--- config.mk ---
export PLATFORM = sky130hd
export DESIGN_NAME = vector_sweeper
export DESIGN_NICKNAME = d
export VERILOG_FILES = /design/src/rtl/vector_sweeper.sv
export SDC_FILE = /design/constraint.sdc
export NUM_CORES = 1
export LEC_CHECK = 0
export ABC_AREA = 1
export CORE_ASPECT_RATIO = 0.8
export CORE_MARGIN = 1.5
export CORE_UTILIZATION = 25
export DETAILED_ROUTE_END_ITERATION = 6
export PLACE_DENSITY = 0.45
export REMOVE_ABC_BUFFERS = 1
export SLEW_MARGIN = 20
export SYNTH_ARGS = -nofsm -noshare
export SYNTH_HDL_FRONTEND = slang
export SYNTH_SLANG_ARGS = --single-unit
--- constraint.sdc ---
create_clock -name clk -period 4.7 [get_ports clk]
set_clock_uncertainty 0.1 [all_clocks]
set_input_delay 0.47 -clock clk [delete_from_list [all_inputs] [get_ports clk]]
set_output_delay 0.47 -clock clk [all_outputs]
set_load 0.02 [all_outputs]
--- src/rtl/vector_sweeper.sv ---
// vector_sweeper: steps a stimulus vector through binary/Gray/walking-one patterns and checks a 1-bit response
module vector_sweeper #(
  parameter int WIDTH = 3,
  parameter int HOLD  = 4
) (
  input  logic             clk,
  input  logic             rst,
  input  logic             start,
  input  logic             loop,
  input  logic [1:0]       mode,
  input  logic [1:0]       exp_sel,
  input  logic             pause,
  input  logic             resp_in,
  output logic [WIDTH-1:0] vec_out,
  output logic             busy,
  output logic             done,
  output logic             wrap,
  output logic [WIDTH-1:0] pat_idx,
  output logic [7:0]       err_count,
  output logic             err_flag,
  output logic [WIDTH-1:0] first_err_idx
);
  localparam int HW = HOLD > 1 ? $clog2(HOLD) : 1;
  typedef enum logic {IDLE, RUN} state_t;
  state_t state, state_nx;
  logic [HW-1:0] hold_cnt;
  logic [1:0] mode_q, exp_q;
  logic loop_q, sample, last, expv, mismatch;
  logic [WIDTH-1:0] last_idx;

  function automatic logic [WIDTH-1:0] pattern(input logic [1:0] m, input logic [WIDTH-1:0] i);
    return m == 2'b01 ? i ^ (i >> 1) : m == 2'b10 ? WIDTH'(1) << i : i;
  endfunction

  always_ff @(posedge clk) state <= rst ? IDLE : state_nx;

  always_comb begin
    last_idx = mode_q == 2'b10 ? WIDTH'(WIDTH - 1) : '1;
    sample   = state == RUN && !pause && hold_cnt == HW'(HOLD - 1);
    last     = pat_idx == last_idx;
    expv     = exp_q == 2'b00 ? |vec_out : exp_q == 2'b01 ? ~|vec_out : exp_q == 2'b10 ? &vec_out : ^vec_out;
    mismatch = sample && resp_in != expv;
    state_nx = state == IDLE ? (start ? RUN : IDLE) : (sample && last && !loop_q ? IDLE : RUN);
  end

  assign busy = state == RUN;

  always_ff @(posedge clk) begin
    if (rst) begin
      vec_out       <= '0;
      pat_idx       <= '0;
      hold_cnt      <= '0;
      done          <= 1'b0;
      wrap          <= 1'b0;
      err_count     <= '0;
      err_flag      <= 1'b0;
      first_err_idx <= '0;
      mode_q        <= '0;
      exp_q         <= '0;
      loop_q        <= 1'b0;
    end else begin
      done <= 1'b0;
      wrap <= 1'b0;
      if (state == IDLE) begin
        if (start) begin
          pat_idx       <= '0;
          hold_cnt      <= '0;
          vec_out       <= pattern(mode, '0);
          mode_q        <= mode;
          exp_q         <= exp_sel;
          loop_q        <= loop;
          err_count     <= '0;
          err_flag      <= 1'b0;
          first_err_idx <= '0;
        end
      end else if (!pause) begin
        if (mismatch) begin
          err_count <= err_count + 8'(err_count != 8'hff);
          if (!err_flag) begin
            err_flag      <= 1'b1;
            first_err_idx <= pat_idx;
          end
        end
        if (!sample) hold_cnt <= hold_cnt + 1'b1;
        else begin
          hold_cnt <= '0;
          if (!last) begin
            pat_idx <= pat_idx + 1'b1;
            vec_out <= pattern(mode_q, pat_idx + 1'b1);
          end else if (loop_q) begin
            pat_idx <= '0;
            vec_out <= pattern(mode_q, '0);
            wrap    <= 1'b1;
          end else begin
            pat_idx <= '0;
            vec_out <= '0;
            done    <= 1'b1;
          end
        end
      end
    end
  end
endmodule

# [Word level (Yosys, flattened, before mapping)]
# Cells that the tools add are included.
[op_classes] add_sub_neg=3 eq_ne=14 shifts=1 muxes=42 bitwise=4 reduce_logical=19
[ops] operator="$mux W3" count=17
[ops] operator="$mux W8" count=4
[ops] operator="$mux W1" count=17
[ops] operator="$reduce_and A3 Y1" count=3
[ops] operator="$add A8 B1 Y8" count=1
[ops] operator="$eq A2 B2 Y1 const B" count=4
[ops] operator="$mux W2" count=4
[ops] operator="$ne A8 B8 Y1 const B" count=1
[ops] operator="$eq A2 B1 Y1 const B" count=3
[ops] operator="$logic_and A1 B1 Y1" count=5
[ops] operator="$reduce_or A5 Y1" count=1
[ops] operator="$ne A2 B1 Y1 const B" count=2
[ops] operator="$ne A2 B2 Y1 const B" count=2
[ops] operator="$reduce_and A2 Y1" count=2
[ops] operator="$reduce_and A4 Y1" count=1
[ops] operator="$add A3 B1 Y3 const B" count=1
[ops] operator="$eq A3 B3 Y1" count=1
[ops] operator="$logic_not A1 Y1" count=3
[ops] operator="$not A1 Y1" count=3
[ops] operator="$reduce_or A3 Y1" count=1
[ops] operator="$reduce_xor A3 Y1" count=1
[ops] operator="$shl A1 B3 Y3 const A" count=1
[ops] operator="$xor A3 B2 Y3" count=1
[ops] operator="$add A2 B1 Y2 const B" count=1
[ops] operator="other kinds (3)" count=3
[totals] reg_bits=28 input_bits=10 out_inout_bits=21 word_cells=95

# [Longest topological paths before layout]
[logic_depth] word_depth=9 ltp_mapped=13 depth_no_buf=13

# [Worst setup path after synthesis]
# Ideal clock, no wire load.
[synth_path] path_type="register to register" start="reg err_count[3]" end="reg err_count[6]" setup_time_ns=0.070 arrival_ns=1.683 required_ns=4.530 path_slack_ns=2.846 path_stages_with_launch=12 path_buffers=0 synth_period_minus_slack_ns=1.854 path_cell_list="dfxtp_1 -> nand2_1 -> nor2_1 -> nand2_1 -> inv_1 -> nand3_1 -> ha_1 -> ha_1 -> nand2_1 -> xnor2_1 -> nand2_1 -> a21oi_1"
[synth_via] elab_chain_cells=5
[synth_rtl] item="start: declaration" line_no="19" source="output logic [7:0] err_count,"
[synth_rtl] item="start signal: assignment" line_no="78" source="err_count <= err_count + 8'(err_count != 8'hff);"
[synth_rtl] item="$ne A8 B8 Y1" line_no="78"
[synth_rtl] item="$add A8 B1 Y8 *" line_no="78"
[synth_rtl] item="$mux W8 *" line_no="77" source="if (mismatch) begin"
[synth_rtl] item="$mux W8 *" line_no="76" source="end else if (!pause) begin"
[synth_rtl] item="$mux W8 *" line_no="64" source="if (state == IDLE) begin"
# Mark *: on every way between the ends. The rest lies on a longest branch, timed or not. The select of a mux whose other input is x is not followed.
# A chain may end at the register's enable or synchronous reset.

# [Worst setup path after layout]
[layout_path] start="reg state (netlist: busy)" end="out busy"
[layout_lines] item="start: declaration" line_no="25" source="state_t state, state_nx;"
[layout_lines] item="start signal: assignment" line_no="35" source="always_ff @(posedge clk) state <= rst ? IDLE : state_nx;"
[layout_lines] item="end: declaration" line_no="15" source="output logic busy,"
# No word-level cell between the ends.

==> run metrics <==
status=finished, final reports clean; delay-heaviest family, CP=buffers and inverters; Final period util=0.4448; reg2reg path depth=11; reg2reg setup slack=around 2.8 ns; Reg-to-Reg Start=err_count[2]; Total Wirelength=roughly 3500 microns; Synth Warn #=0; layout cell share with drive strength beyond 1=0.06383; top sig layer=met4; CP arrival=1.52 ns; Startpoint Class=register; #FFs+latches synth=28; Fin. Hold Viols=0; type of the worst setup path=reg -> out; synth top area cells=dfxtp_1 38%, nand2_1 14%, a21oi_1 8.9%; register area=roughly 560 sq um; # hold bufs at CTS=0; VDD IR max=0.0001400 V; Worst Path Buf+Inv=1; initial core utilization=0.2642; Core Rows=24; TritonCTS clock tree=yes; hold depth=2; DR WL/cell=between 10 and 15 microns; Tot GR Track Use=0.1184; RSZ-0062 raised after global routing=false; Pins Over Slew Limit=0; max-cap check violation count=0; setup bufs post-CTS=0; DRC viols=0; Final ANT Viol Nets=0; Pint=0.0003787 W; Die Width=roughly 89 microns; Yosys cell types=28; CTS buffer count=3; pre-CTS setup slack=2.441 ns; Via Count=1373; top cell type's share of synthesized area=0.3819; Critical Path Max Stage Delay=0.68 ns; endpoints failing setup=0; Final nets=255; met1 wire length=1854 microns; Syn Inst Count=206; number of H-tree levels=1; largest net degree at the start of global routing=22; Starting DRT DRC Count=72; commonest cells after routing, fill and taps aside=53 x nand2_1, 30 x clkdlybuf4s50_1, 28 x dfxtp_1, 26 x a21oi_1, 19 x inv_1; number of filler instances in the final layout=586; die footprint=between 6000 and 7000 sq um; quantity of I/O buffers inserted on ports=30; Hold Crit Start=first_err_idx[1]; metal2 WL=approximately 1500 microns; global-route wire length before repair=5823 microns; most common cell after layout, fill and taps aside=nand2_1; Primary FF master, synth=dfxtp_1; CTS sink count=28; Seq pwr share=0.501; sequential-to-total area share from yosys stat=0.3819; initial antenna violation count=0; Critical Path Slowest Stage Cell=clkdlybuf4s50_1; minimum clock period=between 2 and 2.5 ns; clk root buf=clkbuf_8; hold endpoint=first_err_idx[1]; gr ovfl total=0; GP Congestion=0.7775; switching power total=0.0001178 W; Critical Path, Cell by Cell=clkdlybuf4s50_1; final setup margin=about 2.6 ns; dpl hpwl=2553 microns; clock-pin slew on the worst setup and hold paths=about 0.10 ns; Max-slew headroom=0.4390; chip height=just over 70 microns; r2r endpoint=err_count[6]; ANT cells=0; post-cts resize count=0; Post-Syn Area per Cell=7.125 sq um; Gate power share=0.111; Async S/R FF share, synth=0; Critical Path End Type=output pin; core area=5555 sq um; clk buf depth=2; Synth area leader=dfxtp_1; Area Growth Syn to Fin=29.92%; Critical Path Fanout Max=9; vias in the first global route=about 1200; cell area after synthesis=roughly 1500 sq um; Req. time, crit path=4.13 ns; sum of negative setup slack=0 ns; met3 wire length=118 microns; vias per std cell=roughly 4.4; I/O Pins=31; DRT Pass-1 Iters=4; area of the multi-input gates=just under 800 sq um; Slew @ Worst Pin=0.8388 ns; fmax=478.3 MHz; clk_lat worst skew=0.28 ns; PD cells=260.4 nW/um^2; Hold Crit Class=reg -> reg; Clk pwr share=0.387; number of synthesized flops with an enable pin=0; switching part of the total=0.2372; Static Leak=between 0.7 and 0.8 nW
## layer usage
| metal | GRT usage | vias to the layer above |
|---|---|---|
| met5 | 0 | - |
| met4 | 0.02083 | 0 |
| met3 | 0.02765 | 2 |
| met2 | 0.1709 | 27 |
| met1 | 0.1800 | 616 |
| li1 | - | 728 |
## power groups by stage
stage	Clock, W	Combinational (W)	Sequential [W]
after floorplan	0	0.0000313	0.000255
after global placement	0	0.0000554	0.000255
after detailed placement	0	0.0000556	0.000254
after CTS	0.000199	0.0000558	0.000249
after global routing	0.000209	0.0000623	0.000250
final	0.000192	0.0000553	0.000249
## Yosys cell counts, types with 2 or more instances
master and n:
a21oi_1 26, a31oi_1 2, clkbuf_1 3, dfxtp_1 28, ha_1 9, inv_1 19, inv_2 4, nand2_1 53
nand2_2 2, nand3_1 18, nand3b_1 2, nor2_1 16, o21ai_0 8, xor2_1 2
## registers in the layout, summed over array words and instances (netlist names)
name / count
mode_q: 2
loop_q: 1
hold_cnt: 2
err_count: 8
exp_q: 2
err_flag: 1
vec_out: 3
busy: 1
pat_idx: 3
wrap: 1
first_err_idx: 3
done: 1
## area by class of cell
class	count	share of cell area
multi-input combinational	150	0.4147
sequential	28	0.2940
timing repair buffer	30	0.1575
tap	78	0.05118
inverter	23	0.04528
clock buffer	3	0.02165
clock inverter	1	0.01575
## worst max-delay path by stage
stage                    to  cells past startpoint         start
2_1_floorplan  err_count[6]                     11  err_count[3]
3_3_place_gp       exp_q[0]                      4           rst
6_report               busy                      1          busy
3_5_place_dp         loop_q                      4           rst
5_1_grt                busy                      1          busy
4_1_cts                busy                      1          busy
## stage by stage
step | hold WS [ns] | cells | cell area (sq um) | utilization | power [W]
final | 0.3693 | 313 | 1907 | 0.3432 | 0.0004965
after global routing | 0.4023 | 313 | 1907 | 0.3432 | 0.0005216
after CTS | 0.3769 | 313 | 1907 | 0.3432 | 0.0005035
after detailed placement | 0.3603 | 309 | 1836 | 0.3304 | 0.0003101
after global placement | 0.3572 | 309 | 1836 | 0.3304 | 0.0003100
after floorplan | 0.3366 | 201 | 1438 | - | 0.0002860
## cells by family (layout without fill, tap and decap cells)
logic type               count (synthesis)  count (layout)  share of synthesized area
adder cells (fa/ha/maj)                  9               9                    0.07673
flip-flops                              28              28                     0.3819
XOR/XNOR                                 4               4                    0.02899
buffers and inverters                   28              57                    0.07928
AND/OR/NAND/NOR                         96              96                     0.2805
AO/OA/AOI/OAI                           41              41                     0.1526
Power figures use the tool's default switching activity.
